[src/rtl/apx_pkg.sv]
// Shared types and default sizing for the truncated-add frame accumulator.
package apx_pkg;

    localparam int APX_BWOP  = 32;
    localparam int APX_NAB   = 1;
    localparam int APX_LEN_W = 8;
    // Width of the part of an operand that actually takes part in the add.
    localparam int APX_TW    = APX_BWOP - APX_NAB;

    typedef enum logic [1:0] {
        ST_IDLE = 2'd0,
        ST_ACC  = 2'd1,
        ST_HOLD = 2'd2
    } apx_state_e;

endpackage

[src/rtl/apx_acc_if.sv]
// Beat-in / sum-out handshake bundle of apx_acc; master drives beats, slave is the accumulator.
interface apx_acc_if #(
    parameter int BWOP  = 32,
    parameter int LEN_W = 8
);
    logic [LEN_W-1:0] i_len;
    logic             i_valid;
    logic             o_ready;
    logic [BWOP-1:0]  i_din;
    logic             o_valid;
    logic             i_ready;
    logic [BWOP-1:0]  o_dout;
    logic             o_ovf;

    modport master (
        output i_len, i_valid, i_din, i_ready,
        input  o_ready, o_valid, o_dout, o_ovf
    );

    modport slave (
        input  i_len, i_valid, i_din, i_ready,
        output o_ready, o_valid, o_dout, o_ovf
    );
endinterface

[src/rtl/apx_acc_dp.sv]
// Truncated add of two operands with carry-out; APX_ACC_SAT_EN selects saturation instead of wrap.
module apx_acc_dp
    import apx_pkg::*;
#(
    parameter int BWOP = APX_BWOP,
    parameter int NAB  = APX_NAB
) (
    input  logic [BWOP-1:0] i_a,
    input  logic [BWOP-1:0] i_b,
    output logic [BWOP-1:0] o_sum,
    output logic            o_carry
);

    localparam int TW = BWOP - NAB;

    logic [BWOP:0]   s_full;
    logic [BWOP-1:0] wrap_sum;

    // Shifting before the add drops the NAB LSBs; bit TW of the sum is the carry.
    always_comb begin
        s_full   = ({1'b0, i_a} >> NAB) + ({1'b0, i_b} >> NAB);
        o_carry  = s_full[TW];
        wrap_sum = BWOP'(s_full << NAB);
    end

`ifdef APX_ACC_SAT_EN
    localparam logic [BWOP-1:0] SAT_VAL = {BWOP{1'b1}} << NAB;
    assign o_sum = o_carry ? SAT_VAL : wrap_sum;
`else
    assign o_sum = wrap_sum;
`endif

endmodule

[src/rtl/apx_acc.sv]
// Frame accumulator: sums i_len truncated beats, then holds the sum until accepted.
// Optional macro APX_ACC_SAT_EN makes the sum saturate instead of wrapping.
module apx_acc
    import apx_pkg::*;
#(
    parameter int BWOP  = APX_BWOP,
    parameter int NAB   = APX_NAB,
    parameter int LEN_W = APX_LEN_W
) (
    input  logic      i_clk,
    input  logic      i_rst_n,
    apx_acc_if.slave  bus
);

    apx_state_e       state_q, state_d;
    logic [BWOP-1:0]  acc_q, acc_d;
    logic [LEN_W-1:0] len_q, len_d;
    logic [LEN_W-1:0] cnt_q, cnt_d;
    logic             ovf_q, ovf_d;

    logic             ready_int;
    logic             accept;
    logic [LEN_W-1:0] len_eff;
    logic [LEN_W-1:0] cnt_inc;
    logic [BWOP-1:0]  dp_a;
    logic [BWOP-1:0]  dp_sum;
    logic             dp_carry;

    assign accept  = bus.i_valid & ready_int;
    assign len_eff = (bus.i_len == '0) ? LEN_W'(1) : bus.i_len;
    assign cnt_inc = cnt_q + LEN_W'(1);

    // The first beat of a frame adds onto zero, which is just its truncation.
    assign dp_a = (state_q == ST_ACC) ? acc_q : '0;

    apx_acc_dp #(
        .BWOP (BWOP),
        .NAB  (NAB)
    ) u_dp (
        .i_a     (dp_a),
        .i_b     (bus.i_din),
        .o_sum   (dp_sum),
        .o_carry (dp_carry)
    );

    always_ff @(posedge i_clk or negedge i_rst_n) begin
        if (!i_rst_n) begin
            state_q <= ST_IDLE;
        end else begin
            state_q <= state_d;
        end
    end

    always_comb begin
        state_d = state_q;
        case (state_q)
            ST_IDLE: if (accept) state_d = (len_eff == LEN_W'(1)) ? ST_HOLD : ST_ACC;
            ST_ACC:  if (accept && (cnt_inc == len_q)) state_d = ST_HOLD;
            ST_HOLD: if (bus.i_ready) state_d = ST_IDLE;
            default: state_d = ST_IDLE;
        endcase
    end

    always_comb begin
        ready_int   = (state_q != ST_HOLD);
        bus.o_ready = ready_int;
        bus.o_valid = (state_q == ST_HOLD);
        bus.o_dout  = (state_q == ST_HOLD) ? acc_q : '0;
        bus.o_ovf   = (state_q == ST_HOLD) ? ovf_q : 1'b0;
    end

    // Frame datapath: length is latched on the first beat only.
    always_comb begin
        acc_d = acc_q;
        len_d = len_q;
        cnt_d = cnt_q;
        ovf_d = ovf_q;
        if (accept) begin
            acc_d = dp_sum;
            if (state_q == ST_IDLE) begin
                len_d = len_eff;
                cnt_d = LEN_W'(1);
                ovf_d = 1'b0;
            end else begin
                cnt_d = cnt_inc;
                ovf_d = ovf_q | dp_carry;
            end
        end
    end

    always_ff @(posedge i_clk or negedge i_rst_n) begin
        if (!i_rst_n) begin
            acc_q <= '0;
            len_q <= '0;
            cnt_q <= '0;
            ovf_q <= 1'b0;
        end else begin
            acc_q <= acc_d;
            len_q <= len_d;
            cnt_q <= cnt_d;
            ovf_q <= ovf_d;
        end
    end

endmodule

[src/flat_wrapper.sv]
// flat-port wrapper written by rule: the top's interface ports become plain ports
module apx_acc_flat import apx_pkg::*;
#(
    parameter int BWOP  = APX_BWOP,
    parameter int NAB   = APX_NAB,
    parameter int LEN_W = APX_LEN_W
)
  (i_clk, i_rst_n, bus_i_len, bus_i_valid, bus_i_din, bus_i_ready, bus_o_ready, bus_o_valid, bus_o_dout, bus_o_ovf);
  apx_acc_if #(.BWOP(BWOP), .LEN_W(LEN_W)) bus_i ();
  input  logic i_clk;
  input  logic i_rst_n;
  input wire logic [$bits(bus_i.i_len)-1:0] bus_i_len;
  input wire logic [$bits(bus_i.i_valid)-1:0] bus_i_valid;
  input wire logic [$bits(bus_i.i_din)-1:0] bus_i_din;
  input wire logic [$bits(bus_i.i_ready)-1:0] bus_i_ready;
  output wire logic [$bits(bus_i.o_ready)-1:0] bus_o_ready;
  output wire logic [$bits(bus_i.o_valid)-1:0] bus_o_valid;
  output wire logic [$bits(bus_i.o_dout)-1:0] bus_o_dout;
  output wire logic [$bits(bus_i.o_ovf)-1:0] bus_o_ovf;
  assign bus_i.i_len = bus_i_len;
  assign bus_i.i_valid = bus_i_valid;
  assign bus_i.i_din = bus_i_din;
  assign bus_i.i_ready = bus_i_ready;
  assign bus_o_ready = bus_i.o_ready;
  assign bus_o_valid = bus_i.o_valid;
  assign bus_o_dout = bus_i.o_dout;
  assign bus_o_ovf = bus_i.o_ovf;
  apx_acc #(.BWOP(BWOP), .NAB(NAB), .LEN_W(LEN_W)) u_core (.i_clk(i_clk), .i_rst_n(i_rst_n), .bus(bus_i));
endmodule
[config.mk]
export PLATFORM = sky130hd
export DESIGN_NAME = apx_acc_flat
export DESIGN_NICKNAME = d
export VERILOG_FILES = /design/src/rtl/apx_pkg.sv /design/src/rtl/apx_acc_if.sv /design/src/rtl/apx_acc_dp.sv /design/src/rtl/apx_acc.sv /design/src/flat_wrapper.sv
export SDC_FILE = /design/constraint.sdc
export NUM_CORES = 1
export LEC_CHECK = 0
export ABC_AREA = 1
export CORE_MARGIN = 1.5
export CORE_UTILIZATION = 35
export DETAILED_ROUTE_END_ITERATION = 10
export DONT_BUFFER_PORTS = 1
export PLACE_DENSITY = 0.59
export SETUP_SLACK_MARGIN = 0.02
export SYNTH_ARGS = -nofsm -noshare
export SYNTH_HDL_FRONTEND = slang
export SYNTH_SLANG_ARGS = --single-unit
[constraint.sdc]
create_clock -name i_clk -period 2.3 [get_ports i_clk]
set_input_delay 0.23 -clock i_clk [delete_from_list [all_inputs] [get_ports i_clk]]
set_output_delay 0.23 -clock i_clk [all_outputs]
set_load 0.1 [all_outputs]
==> summary.log, run 1 <==
INFO  outcome        run_status=finished, violations left
INFO  outcome        violations_in_the_final_reports=negative setup slack
INFO  grt            groute.usage.overall=0.220
INFO  yosys          synth-main-ff-cell=sky130_fd_sc_hd__dfrtp_1
INFO  layout         area_growth=58.1%
INFO  timing         final_critical_path_setup_slack=-0.0842ns
INFO  yosys          yosys_register_bits=50
INFO  detailed_routing dr_total_vias=5245
INFO  timing         report.final.hold_viol_count=0
INFO  yosys          netlist.area_leader.share=0.273
INFO  layout         final_cell_count_no_fill=1000
INFO  detailed_routing wl_final=15.9mm
INFO  yosys          synth_sequential_area_ratio=0.273
INFO  worst_setup_path critPathSlowestCell=sky130_fd_sc_hd__dfrtp_1
INFO  timing         transition_at_the_pin_with_the_smallest_max_transition_slack=0.622ns
INFO  yosys          netlist_instances=721
INFO  cts            root_buffer=sky130_fd_sc_hd__clkbuf_16
INFO  yosys          netlist.top_cell.by_area=sky130_fd_sc_hd__dfrtp_1
INFO  worst_setup_path critical_path_class=reg -> reg
INFO  worst_setup_path worst_ep_arrival_time=2.62ns
INFO  worst_setup_path worstSetupStartpointType=flip-flop
INFO  timing         max_freq=419MHz
INFO  timing         maxSlewHeadroom=0.582
INFO  worst_setup_path timing.critical_path.max_delay_family=simple AND/OR/NAND/NOR gates
INFO  cts            ctsLongestPathBuffers=2
INFO  floorplanning  floorplan.initialDensity=0.361
INFO  cts            clock_insertion_delay_worst_skew=0.31ns
INFO  layout         antenna_cells=0
INFO  yosys          warning_count_from_the_yosys_run=0
INFO  detailed_routing drcViolationCount=0
INFO  yosys          yosysUniqueCellTypes=41
INFO  cts            tritoncts_clock_tree=done
INFO  detailed_routing ant_nets=0
INFO  power_and_ir_drop vdd_drop_max=0.539mV
INFO  min_path       hold_path.class=in -> reg
INFO  grt            grt-ovfl-total=0
INFO  detailed_routing vias_per_cell=5.25
INFO  run            drv_cap=0
INFO  layout         nNetsFinal=904
INFO  grt            grt_first_pass_wirelength=24.6mm
INFO  worst_setup_path path_common_cell=sky130_fd_sc_hd__nand2_1
INFO  cts            h-tree-depth=2
INFO  timing         setup-tns-final=-0.206ns
INFO  grt            grt_max_degree=51
INFO  worst_setup_path worst_setup_path_end_kind=flip-flop
INFO  timing         unrepaired_setup_endpoints_after_global_routing=yes
INFO  power_and_ir_drop post-layout-total-power=9.63mW
INFO  yosys          synthArstFlopShare=1.00
INFO  worst_setup_path critical_path.max_stage_delay=0.39ns
INFO  floorplanning  dieHeight=117um
INFO  grt            vias_in_the_first_global_route=5171
INFO  placement      place_congestion=0.994
INFO  timing         final_min_period_over_clock_period=1.04
INFO  power_and_ir_drop leakagePower=3.23nW
INFO  detailed_routing drtPass1Iterations=5
INFO  floorplanning  floorplan.rows=41
INFO  worst_setup_path path_max_fanout=5
INFO  layout         final.fill_count=1126
INFO  cts            cts.sinks=50
INFO  timing         period_minus_slack=2.38ns
INFO  worst_setup_path worstPathCellList=inv_2 > nor2_4 > inv_4 > buf_4 > nor2_2 > ha_4 > nand2_1 > nand2_1 > inv_1 > o21ai_1 > inv_1 > nor2_1 > nor2_1 > nand2_2 > nand2_1 > nand2_2 > nand2_1 > a21oi_2
INFO  yosys          synth_edf_count=0
INFO  floorplanning  floorplan.core_area=0.0127sqmm
INFO  power_and_ir_drop pwr_density_cell=1330mW/mm^2
INFO  detailed_routing routedWlPerCell=15.9um
INFO  yosys          synth_commonest_cells=182 x sky130_fd_sc_hd__nand2_1, 126 x sky130_fd_sc_hd__nor2_1, 80 x sky130_fd_sc_hd__inv_1
INFO  yosys          avgSynthCellArea=6.35squm
INFO  floorplanning  io_pins=79
INFO  placement      placed_cells_incl_taps=976
INFO  worst_setup_path buffering_stage_count_on_the_worst_path_with_inverters_included=5
INFO  yosys          largest_cells_by_area_after_synthesis=sky130_fd_sc_hd__dfrtp_1 27%, sky130_fd_sc_hd__nand2_1 15%, sky130_fd_sc_hd__nor2_1 10%
INFO  cts            tritoncts_buffer_count=5
INFO  detailed_routing drt_iter0_markers=401
INFO  placement      buffer_ports.inserted=0
INFO  yosys          synth_most_common_cell=sky130_fd_sc_hd__nand2_1
INFO  layout         drive_gt1_frac=0.388
INFO  cts            worst_setup_hold_path_clk_slew=0.08ns
INFO  yosys          mappedNetlistNets=798
INFO  timing         maxSlewViolCount=0
INFO  placement      dp_hpwl=11.6mm
INFO  floorplanning  die_w=117um
INFO  yosys          post_synth_instance_area=0.00458sqmm
INFO  worst_setup_path crit_required=2.54ns
INFO  timing         setup_viol_count_final=5
INFO  timing         finalClockSkew=0.00818ns
INFO  grt            grt_antenna_before_repair=0
INFO  floorplanning  die-area=0.0138sqmm
[final timing paths]
check | start | to | slack (ns) | cells past startpoint
max | u_core.state_q[0] | u_core.ovf_q | -0.08 | 18
min | bus_i_len[1] | u_core.len_q[1] | 0.03 | 2
max reg2reg | u_core.state_q[0] | u_core.ovf_q | -0.08 | 18
min reg2reg | u_core.acc_q[25] | u_core.acc_q[25] | 0.48 | 2
max in group asynchronous | i_rst_n | u_core.acc_q[30] | 1.61 | 2
min in group asynchronous | i_rst_n | u_core.cnt_q[2] | 0.42 | 2
[report_power, final]
group / total [mW] / switching, mW / internal (mW) / leakage [nW]
clock network: 0.791 / 0.386 / 0.405 / 0.0698
registers: 1.50 / 0.231 / 1.27 / 0.618
logic: 7.34 / 4.37 / 2.97 / 2.54
[layer usage]
layer / up-vias / GRT usage / share of wire
met5: - / 0 / 0
met4: 0 / 0.0795 / 0.029
met3: 32 / 0.0321 / 0.043
met2: 153 / 0.399 / 0.52
met1: 2503 / 0.264 / 0.41
li1: 2557 / - / -
[layout make-up]
cell class | instances | area, sq um | share of cell area
inverters | 83 | 315 | 0.0436
repair buffers | 113 | 1320 | 0.182
well taps | 172 | 215 | 0.0297
multi-input cells | 574 | 3990 | 0.552
clock buffers | 5 | 125 | 0.0173
clock inverters | 3 | 21.3 | 0.00294
flip-flops and latches | 50 | 1250 | 0.173
[worst register-to-register path, cell delays in order, from the launching register on]
cell,delay (ns)
sky130_fd_sc_hd__dfrtp_1,0.39
sky130_fd_sc_hd__inv_2,0.07
sky130_fd_sc_hd__nor2_4,0.05
sky130_fd_sc_hd__inv_4,0.09
sky130_fd_sc_hd__buf_4,0.18
sky130_fd_sc_hd__nor2_2,0.06
sky130_fd_sc_hd__ha_4,0.29
sky130_fd_sc_hd__nand2_1,0.05
sky130_fd_sc_hd__nand2_1,0.06
sky130_fd_sc_hd__inv_1,0.07
sky130_fd_sc_hd__o21ai_1,0.16
sky130_fd_sc_hd__inv_1,0.13
sky130_fd_sc_hd__nor2_1,0.17
sky130_fd_sc_hd__nor2_1,0.07
sky130_fd_sc_hd__nand2_2,0.10
sky130_fd_sc_hd__nand2_1,0.07
sky130_fd_sc_hd__nand2_2,0.09
sky130_fd_sc_hd__nand2_1,0.07
sky130_fd_sc_hd__a21oi_2,0.13
[cells by family after synthesis]
logic type,after synthesis,synth area share
flip-flops,50,0.273
adder cells (fa/ha/maj),33,0.0918
other,1,0.000819
AO/OA/AOI/OAI,111,0.132
XOR/XNOR,11,0.0210
buffers and inverters,97,0.0839
AND/OR/NAND/NOR,418,0.397
[per-stage QoR]
| step | setup slack [ns] | hold WS (ns) | utilization | area, sq um |
|---|---|---|---|---|
| 6_report | -0.0842 | 0.0319 | 0.571 | 7240 |
| 5_1_grt | -0.177 | 0.0364 | 0.571 | 7240 |
| 4_1_cts | -0.00578 | 0.0300 | 0.515 | 6530 |
| 3_5_place_dp | -0.212 | -0.0625 | 0.479 | 6070 |
| 3_3_place_gp | -0.150 | -0.0627 | 0.479 | 6070 |
| 2_1_floorplan | -0.319 | -0.0656 | - | 4780 |
[layout by cell type, fill, tap and decap left out, types with 11 or more instances in the layout]
cell type,count
sky130_fd_sc_hd__o21ai_1,19
sky130_fd_sc_hd__a21oi_4,12
sky130_fd_sc_hd__o21ai_2,11
sky130_fd_sc_hd__nor2_2,34
sky130_fd_sc_hd__ha_4,20
sky130_fd_sc_hd__a21oi_1,12
sky130_fd_sc_hd__nor2_1,63
sky130_fd_sc_hd__inv_1,77
sky130_fd_sc_hd__nand2_2,29
sky130_fd_sc_hd__nand3_1,50
sky130_fd_sc_hd__buf_12,34
sky130_fd_sc_hd__buf_4,72
sky130_fd_sc_hd__o21ai_0,24
sky130_fd_sc_hd__dfrtp_1,50
sky130_fd_sc_hd__nor2_4,37
sky130_fd_sc_hd__a21oi_2,18
sky130_fd_sc_hd__nand2_1,152
[sequential cells by signal, summed over array words and instances (netlist names)]
register        cells
u_core.cnt_q        8
u_core.ovf_q        1
u_core.acc_q       31
u_core.state_q      2
u_core.len_q        8
[what timing repair did]
action / in CTS / in global routing
pin swaps: 18 / 30
setup buffers: 4 / 9
resized for setup: 71 / 137
cloned: 1 / 0
endpoints found under the setup margin: 26 / 27
hold buffers: 2 / 0
endpoints found under the hold margin: 50 / 0
Note: power is estimated with default switching activity, not from simulation.
==> run 2, diff against run 1 <==
--- a/config.mk
+++ b/config.mk
@@ -6,12 +6,14 @@
 export NUM_CORES = 1
 export LEC_CHECK = 0
 export ABC_AREA = 1
+export CORE_ASPECT_RATIO = 0.75
 export CORE_MARGIN = 1.5
 export CORE_UTILIZATION = 35
 export DETAILED_ROUTE_END_ITERATION = 10
 export DONT_BUFFER_PORTS = 1
 export PLACE_DENSITY = 0.59
 export SETUP_SLACK_MARGIN = 0.02
+export SLEW_MARGIN = 20
 export SYNTH_ARGS = -nofsm -noshare
 export SYNTH_HDL_FRONTEND = slang
 export SYNTH_SLANG_ARGS = --single-unit
==> summary.log, run 2 (synthesized netlist as in run 1, its figures left out) <==
INFO  layout         nNetsFinal=910 [+0.66%]
INFO  floorplanning  io_pins=79 [unchanged]
INFO  power_and_ir_drop power.net_switching=5.26mW [+5.6%]
INFO  detailed_routing ant_nets=0 [unchanged]
INFO  grt            grt_max_degree=51 [unchanged]
INFO  power_and_ir_drop vdd_drop_max=0.659mV [+22%]
INFO  worst_setup_path crit_required=2.49ns [-0.05 ns]
INFO  timing         maxSlewHeadroom=0.583 [+0.00116]
INFO  cts            root_buffer=sky130_fd_sc_hd__clkbuf_16
INFO  detailed_routing routedWlPerCell=16.7um [+5.2%]
INFO  floorplanning  die-area=0.0138sqmm [about the same]
INFO  cts            h-tree-depth=2 [unchanged]
INFO  timing         finalHoldWorstSlack=0.0490ns [+0.0171 ns]
INFO  timing         transition_at_the_pin_with_the_smallest_max_transition_slack=0.620ns [-0.00172 ns]
INFO  detailed_routing drtPass1Iterations=5 [unchanged]
INFO  layout         layout.cells.most_common=sky130_fd_sc_hd__nand2_1
INFO  worst_setup_path worst_setup_path_end_kind=flip-flop
INFO  cts            worst_setup_hold_path_clk_slew=0.08ns [about the same]
INFO  worst_setup_path critical_path_class=reg -> reg
INFO  outcome        violations_in_the_final_reports=negative setup slack
INFO  detailed_routing drt_iter0_markers=454 [+13%]
INFO  layout         final_core_util=0.595 [+0.0240]
INFO  layout         largest_register_ffs=31 [unchanged]
INFO  floorplanning  floorplan.core_area=0.0125sqmm [-1.2%]
INFO  worst_setup_path buffering_stage_count_on_the_worst_path_with_inverters_included=3 [-2]
INFO  timing         unrepaired_setup_endpoints_after_global_routing=yes
INFO  worst_setup_path ff2ff_setup_slack=-0.10ns [-0.02 ns]
INFO  grt            grt_first_pass_wirelength=26.0mm [+5.7%]
INFO  layout         drive_gt1_frac=0.422 [+0.0344]
INFO  power_and_ir_drop pwr-share-comb=0.767 [+0.005]
INFO  run            drv_cap=0 [unchanged]
INFO  worst_setup_path worstPathCellList=inv_1 > nor2_2 > inv_2 > buf_12 > nor2_1 > ha_2 > fa_2 > nand2_2 > nand3_2 > and2_4 > a21oi_4 > o21ai_1 > or2_1 > nand3_1 > nand2_1
INFO  placement      dp_hpwl=12.2mm [+4.7%]
INFO  cts            tritoncts_buffer_count=5 [unchanged]
INFO  grt            grt-ovfl-total=0 [unchanged]
INFO  worst_setup_path worstReg2RegStart=u_core.state_q[0]
INFO  power_and_ir_drop leakagePower=3.31nW [+2.7%]
INFO  placement      buffer_ports.inserted=0 [unchanged]
INFO  min_path       hold_path.class=in -> reg
INFO  power_and_ir_drop p_int=5.00mW [+7.7%]
INFO  layout         largestRegisters=u_core.acc_q (31), u_core.cnt_q (8), u_core.len_q (8)
INFO  outcome        run_status=finished, violations left
INFO  power_and_ir_drop sequentialPowerShare=0.145 [-0.011]
INFO  worst_setup_path path_max_fanout=12 [+7]
INFO  layout         mostFrequentLayoutCells=145 x sky130_fd_sc_hd__nand2_1, 78 x sky130_fd_sc_hd__buf_4, 76 x sky130_fd_sc_hd__inv_1
INFO  timing         maxSlewViolCount=0 [unchanged]
INFO  detailed_routing wl_final=16.7mm [+5.2%]
INFO  floorplanning  floorplan.rows=35 [-15%]
INFO  cts            ctsLongestPathBuffers=2 [unchanged]
INFO  grt            grt_antenna_before_repair=1 [+1]
INFO  timing         finalClockSkew=0.00788ns [-0.000296 ns]
INFO  layout         antenna_cells=0 [unchanged]
INFO  floorplanning  die_w=135um [+15%]
INFO  timing         report.final.hold_viol_count=0 [unchanged]
INFO  timing         max_freq=416MHz [-0.73%]
INFO  detailed_routing drcViolationCount=0 [unchanged]
INFO  layout         largest_register=u_core.acc_q
INFO  power_and_ir_drop clock_power_share=0.089 [+0.007]
INFO  floorplanning  floorplan.initialDensity=0.366 [+0.00422]
INFO  placement      place_area=0.00607sqmm [about the same]
INFO  worst_setup_path r2r.worst_path.cells=15 [-3]
INFO  cts            tritoncts_clock_tree=done
INFO  layout         post_layout_instance_area=0.00745sqmm [+3.0%]
INFO  detailed_routing vias_per_cell=5.36 [+2.1%]
INFO  detailed_routing dr_total_vias=5357 [+2.1%]
INFO  placement      place_congestion=0.931 [-6.4%]
INFO  layout         area_growth=62.8%
INFO  worst_setup_path worst_ep_arrival_time=2.59ns [-0.03 ns]
INFO  power_and_ir_drop pwr_density_cell=1380mW/mm^2 [+3.5%]
INFO  min_path       holdPathEnd=u_core.len_q[3]
INFO  worst_setup_path worstSetupStartpointType=flip-flop
INFO  timing         period_minus_slack=2.40ns [+0.0176 ns]
INFO  worst_setup_path crit_cells=15 [-3]
INFO  min_path       hold_path_stages=2 [unchanged]
INFO  worst_setup_path timing.critical_path.max_delay_family=simple AND/OR/NAND/NOR gates
INFO  worst_setup_path critical_path.max_stage_delay=0.38ns [about the same]
INFO  timing         final_critical_path_setup_slack=-0.102ns [-0.0176 ns]
INFO  timing         final_min_period_over_clock_period=1.04 [+0.00764]
INFO  grt            groute.usage.overall=0.241 [+0.0210]
INFO  worst_setup_path critPathSlowestCell=sky130_fd_sc_hd__dfrtp_1
INFO  min_path       hp-start=bus_i_len[3]
INFO  timing         setup_viol_count_final=12 [+7]
INFO  floorplanning  dieHeight=102um [-13%]
INFO  cts            clock_insertion_delay_worst_skew=0.30ns [about the same]
INFO  worst_setup_path worstReg2RegEnd=u_core.acc_q[17]
INFO  power_and_ir_drop swShare=0.513 [-0.00492]
INFO  layout         final.fill_count=1068 [-5.2%]
INFO  grt            vias_in_the_first_global_route=5156 [-0.29%]
INFO  cts            cts.sinks=50 [unchanged]
==> run 2: changes by cell type in the layout (fill, tap and decap cells not counted), sizes merged <==
cell / change
clkinvlp: -1
bufinv: +1
inv: +1
buf: +6
clkinv: -1
==> run 2: layer usage <==
metal  vias to the layer above  global-route usage  routed length (um)
met5                         -                   0                   0
met4                         0              0.0480                 238
met3                        25              0.0570                1210
met2                       209               0.382                7490
met1                      2553               0.338                7790
li1                       2570                   -                   -
==> run 2: what timing repair did <==
action                                 4_1_cts  5_1_grt
buffers inserted                            12        4
hold buffers                                 2        0
setup endpoints to repair                   24       27
gates cloned                                 2        0
gates resized for setup                    132      107
pin swaps                                   36       19
endpoints found under the hold margin       50        0
==> run 2: how the worst max path moves through the flow <==
stage / startpoint / endpoint / slack [ns]
2_1_floorplan: u_core.state_q[1] / bus_o_dout[1] / -0.32
3_3_place_gp: u_core.state_q[1] / u_core.acc_q[26] / -0.15
3_5_place_dp: u_core.state_q[1] / u_core.acc_q[26] / -0.21
4_1_cts: u_core.state_q[0] / u_core.acc_q[26] / -0.07
5_1_grt: u_core.state_q[0] / u_core.acc_q[26] / -0.22
6_report: u_core.state_q[0] / u_core.acc_q[17] / -0.10
==> run 2: power by group through the flow <==
stage / Sequential, mW / Combinational [mW] / Clock (mW)
6_report: 1.49 / 7.87 / 0.909
5_1_grt: 1.54 / 8.42 / 0.974
4_1_cts: 1.48 / 6.95 / 0.925
3_5_place_dp: 1.50 / 5.78 / 0
3_3_place_gp: 1.48 / 5.69 / 0
2_1_floorplan: 1.45 / 3.83 / 0
==> run 2: worst register-to-register path, stage by stage, from the launching register on <==
cell and delay [ns]:
sky130_fd_sc_hd__dfrtp_1 0.38, sky130_fd_sc_hd__inv_1 0.07, sky130_fd_sc_hd__nor2_2 0.05, sky130_fd_sc_hd__inv_2 0.09, sky130_fd_sc_hd__buf_12 0.15, sky130_fd_sc_hd__nor2_1 0.07
sky130_fd_sc_hd__ha_2 0.19, sky130_fd_sc_hd__fa_2 0.35, sky130_fd_sc_hd__nand2_2 0.08, sky130_fd_sc_hd__nand3_2 0.07, sky130_fd_sc_hd__and2_4 0.17, sky130_fd_sc_hd__a21oi_4 0.18
sky130_fd_sc_hd__o21ai_1 0.11, sky130_fd_sc_hd__or2_1 0.21, sky130_fd_sc_hd__nand3_1 0.07, sky130_fd_sc_hd__nand2_1 0.05
==> run 2: cell type report <==
| type | count | area [sq um] | share of cell area |
|---|---|---|---|
| repair buffers | 119 | 1400 | 0.188 |
| flip-flops and latches | 50 | 1250 | 0.168 |
| clock buffers | 5 | 125 | 0.0168 |
| inverters | 83 | 313 | 0.0420 |
| multi-input cells | 574 | 4110 | 0.551 |
| clock inverters | 3 | 47.5 | 0.00638 |
| well taps | 166 | 208 | 0.0279 |
==> run 2: metrics by stage <==
| stage | setup slack (ns) | total power [mW] | setup TNS (ns) | instances |
|---|---|---|---|---|
| detailed placement | -0.211 | 7.28 | -2.74 | 972 |
| global placement | -0.147 | 7.18 | -1.54 | 972 |
| global route | -0.215 | 10.9 | -3.27 | 1000 |
| floorplan | -0.319 | 5.28 | -4.24 | 721 |
| finish | -0.102 | 10.3 | -0.383 | 1000 |
| CTS | -0.0722 | 9.36 | -0.261 | 996 |
==> run 3, diff against run 2 <==
--- a/config.mk
+++ b/config.mk
@@ -9,6 +9,7 @@
 export CORE_ASPECT_RATIO = 0.75
 export CORE_MARGIN = 1.5
 export CORE_UTILIZATION = 35
+export CTS_BUF_LIST = sky130_fd_sc_hd__clkbuf_8
 export DETAILED_ROUTE_END_ITERATION = 10
 export DONT_BUFFER_PORTS = 1
 export PLACE_DENSITY = 0.59
==> summary.log, run 3 (synthesized netlist as in run 1, its figures left out) <==
INFO  detailed_routing routedWlPerCell=17.0um [+1.5%]
INFO  worst_setup_path critical_path.max_stage_delay=0.43ns [+0.05 ns]
INFO  placement      dp_hpwl=12.2mm [unchanged]
INFO  layout         drive_gt1_frac=0.433 [+0.0110]
INFO  outcome        violations_in_the_final_reports=negative setup slack
INFO  layout         largestRegisters=u_core.acc_q (31), u_core.cnt_q (8), u_core.len_q (8)
INFO  timing         report.final.hold_viol_count=0 [unchanged]
INFO  timing         maxSlewHeadroom=0.595 [+0.0120]
INFO  floorplanning  dieHeight=102um [unchanged]
INFO  layout         antenna_cells=0 [unchanged]
INFO  grt            vias_in_the_first_global_route=5084 [-1.4%]
INFO  floorplanning  die_w=135um [unchanged]
INFO  timing         period_minus_slack=2.39ns [-0.0167 ns]
INFO  worst_setup_path worstPathCellList=nor2_4 > inv_4 > buf_12 > nor2_1 > ha_4 > a21oi_2 > o21ai_1 > a21oi_2 > nand2_4 > or2_1 > nand3_1 > o21ai_1
INFO  timing         final_min_period_over_clock_period=1.04 [-0.00726]
INFO  worst_setup_path worstReg2RegStart=u_core.state_q[1]
INFO  cts            tritoncts_clock_tree=done
INFO  timing         final_critical_path_setup_slack=-0.0850ns [+0.0167 ns]
INFO  layout         final_cell_count_no_fill=995 [-0.50%]
INFO  detailed_routing drcViolationCount=0 [unchanged]
INFO  cts            ctsLongestPathBuffers=2 [unchanged]
INFO  cts            root_buffer=sky130_fd_sc_hd__clkbuf_8
INFO  power_and_ir_drop leakagePower=3.25nW [-2.0%]
INFO  grt            grt_antenna_before_repair=0 [-1]
INFO  floorplanning  floorplan.core_area=0.0125sqmm [unchanged]
INFO  min_path       hold_path_stages=2 [unchanged]
INFO  timing         maxSlewViolCount=0 [unchanged]
INFO  layout         post_layout_instance_area=0.00745sqmm [about the same]
INFO  grt            grt_max_degree=51 [unchanged]
INFO  worst_setup_path path_max_fanout=6 [-6]
INFO  layout         mostFrequentLayoutCells=149 x sky130_fd_sc_hd__nand2_1, 77 x sky130_fd_sc_hd__inv_1, 73 x sky130_fd_sc_hd__buf_4
INFO  layout         nNetsFinal=905 [-0.55%]
INFO  floorplanning  io_pins=79 [unchanged]
INFO  floorplanning  floorplan.rows=35 [unchanged]
INFO  grt            grt-ovfl-total=0 [unchanged]
INFO  min_path       hp-start=bus_i_len[3]
INFO  timing         transition_at_the_pin_with_the_smallest_max_transition_slack=0.602ns [-0.0179 ns]
INFO  layout         area_growth=62.7% [about the same]
INFO  layout         multi_input_comb_area=0.00422sqmm [+2.7%]
INFO  detailed_routing wl_final=16.9mm [+0.98%]
INFO  floorplanning  floorplan.initialDensity=0.366 [unchanged]
INFO  detailed_routing drtPass1Iterations=5 [unchanged]
INFO  grt            grt_first_pass_wirelength=25.3mm [-2.7%]
INFO  placement      placed_cells_incl_taps=972 [unchanged]
INFO  detailed_routing drt_iter0_markers=377 [-17%]
INFO  min_path       hold_path.class=in -> reg
INFO  outcome        run_status=finished, violations left
INFO  layout         largest_register=u_core.acc_q
INFO  worst_setup_path critPathSlowestCell=sky130_fd_sc_hd__dfrtp_1
INFO  worst_setup_path crit_required=2.52ns [+0.03 ns]
INFO  placement      place_area=0.00607sqmm [unchanged]
INFO  layout         layout.cells.most_common=sky130_fd_sc_hd__nand2_1
INFO  cts            cts.sinks=50 [unchanged]
INFO  worst_setup_path worst_ep_arrival_time=2.60ns [about the same]
INFO  timing         unrepaired_setup_endpoints_after_global_routing=yes
INFO  cts            tritoncts_buffer_count=5 [unchanged]
INFO  placement      place_worst_setup_slack=-0.211ns [unchanged]
INFO  timing         finalHoldWorstSlack=0.0173ns [-0.0317 ns]
INFO  power_and_ir_drop vdd_drop_max=0.754mV [+14%]
INFO  detailed_routing vias_per_cell=5.36 [about the same]
INFO  floorplanning  die-area=0.0138sqmm [unchanged]
INFO  timing         max_freq=419MHz [+0.70%]
INFO  worst_setup_path ff2ff_setup_slack=-0.09ns [+0.02 ns]
INFO  cts            clock_insertion_delay_worst_skew=0.33ns [+0.03 ns]
INFO  layout         final.fill_count=1081 [+1.2%]
INFO  worst_setup_path r2r.worst_path.cells=12 [-3]
INFO  worst_setup_path worstReg2RegEnd=u_core.acc_q[15]
INFO  worst_setup_path worstSetupStartpointType=flip-flop
INFO  cts            worst_setup_hold_path_clk_slew=0.11ns [+0.03 ns]
INFO  placement      place_congestion=0.931 [unchanged]
INFO  power_and_ir_drop post-layout-total-power=10.1mW [-1.2%]
INFO  worst_setup_path critical_path_class=reg -> reg
INFO  timing         setup_viol_count_final=10 [-2]
INFO  placement      buffer_ports.inserted=0 [unchanged]
INFO  timing         setup-tns-final=-0.491ns [-0.108 ns]
INFO  cts            h-tree-depth=2 [unchanged]
INFO  layout         largest_register_ffs=31 [unchanged]
INFO  layout         register_area=0.00125sqmm [unchanged]
INFO  grt            groute.usage.overall=0.236 [-0.00581]
INFO  power_and_ir_drop pwr_density_cell=1360mW/mm^2 [-1.1%]
INFO  detailed_routing ant_nets=0 [unchanged]
INFO  run            drv_cap=0 [unchanged]
INFO  layout         final_core_util=0.595 [about the same]
INFO  worst_setup_path worst_setup_path_end_kind=flip-flop
INFO  timing         finalClockSkew=0.00633ns [-0.00155 ns]
INFO  detailed_routing dr_total_vias=5332 [-0.47%]
INFO  min_path       holdPathEnd=u_core.len_q[3]
[run 3: changes by cell type in the layout (fill, tap and decap cells not counted), moves of 5 or more]
cell,delta
sky130_fd_sc_hd__buf_4,-5
sky130_fd_sc_hd__clkbuf_8,+5
sky130_fd_sc_hd__ha_4,+5
sky130_fd_sc_hd__nand2_2,-6
sky130_fd_sc_hd__nor2_1,-14
sky130_fd_sc_hd__nor2_2,+10
[run 3: per-layer routing]
| layer | vias up | track usage | share of wire |
|---|---|---|---|
| met5 | - | 0 | 0 |
| met4 | 0 | 0.0488 | 0.0084 |
| met3 | 14 | 0.0541 | 0.079 |
| met2 | 208 | 0.366 | 0.45 |
| met1 | 2550 | 0.336 | 0.46 |
| li1 | 2560 | - | - |
[run 3: power breakdown]
group	switching [mW]	internal, mW
Combinational	4.75	3.21
Sequential	0.220	1.27
Clock	0.371	0.331
[run 3: worst max-delay path by stage]
stage / to / start
finish: u_core.acc_q[15] / u_core.state_q[1]
global route: u_core.acc_q[27] / u_core.state_q[1]
CTS: u_core.ovf_q / u_core.state_q[1]
detailed placement: u_core.acc_q[26] / u_core.state_q[1]
global placement: u_core.acc_q[26] / u_core.state_q[1]
floorplan: bus_o_dout[1] / u_core.state_q[1]
[run 3: final cells by class]
class,count,area share
Multi-Input combinational cell,574,0.567
Timing Repair Buffer,114,0.179
Sequential cell,50,0.168
Inverter,83,0.0423
Tap cell,166,0.0279
Clock buffer,5,0.00924
Clock inverter,3,0.00638
[run 3: what timing repair did]
action / CTS / global route
cloned: 1 / 1
pin swaps: 17 / 32
setup buffers: 8 / 5
gates resized for setup: 107 / 158
hold buffers: 2 / 0
setup endpoints to repair: 24 / 27
hold endpoints to repair: 50 / 0
[run 3: worst max-delay path, delay by kind of cell, from the launching register on]
| kind | cells | cell delay [ns] |
|---|---|---|
| AOI/OAI and AO/OA | 4 | 0.64 |
| adders and majority gates | 1 | 0.26 |
| buffers and inverters | 2 | 0.23 |
| DFF | 1 | 0.43 |
| and+or+nand+nor | 5 | 0.70 |
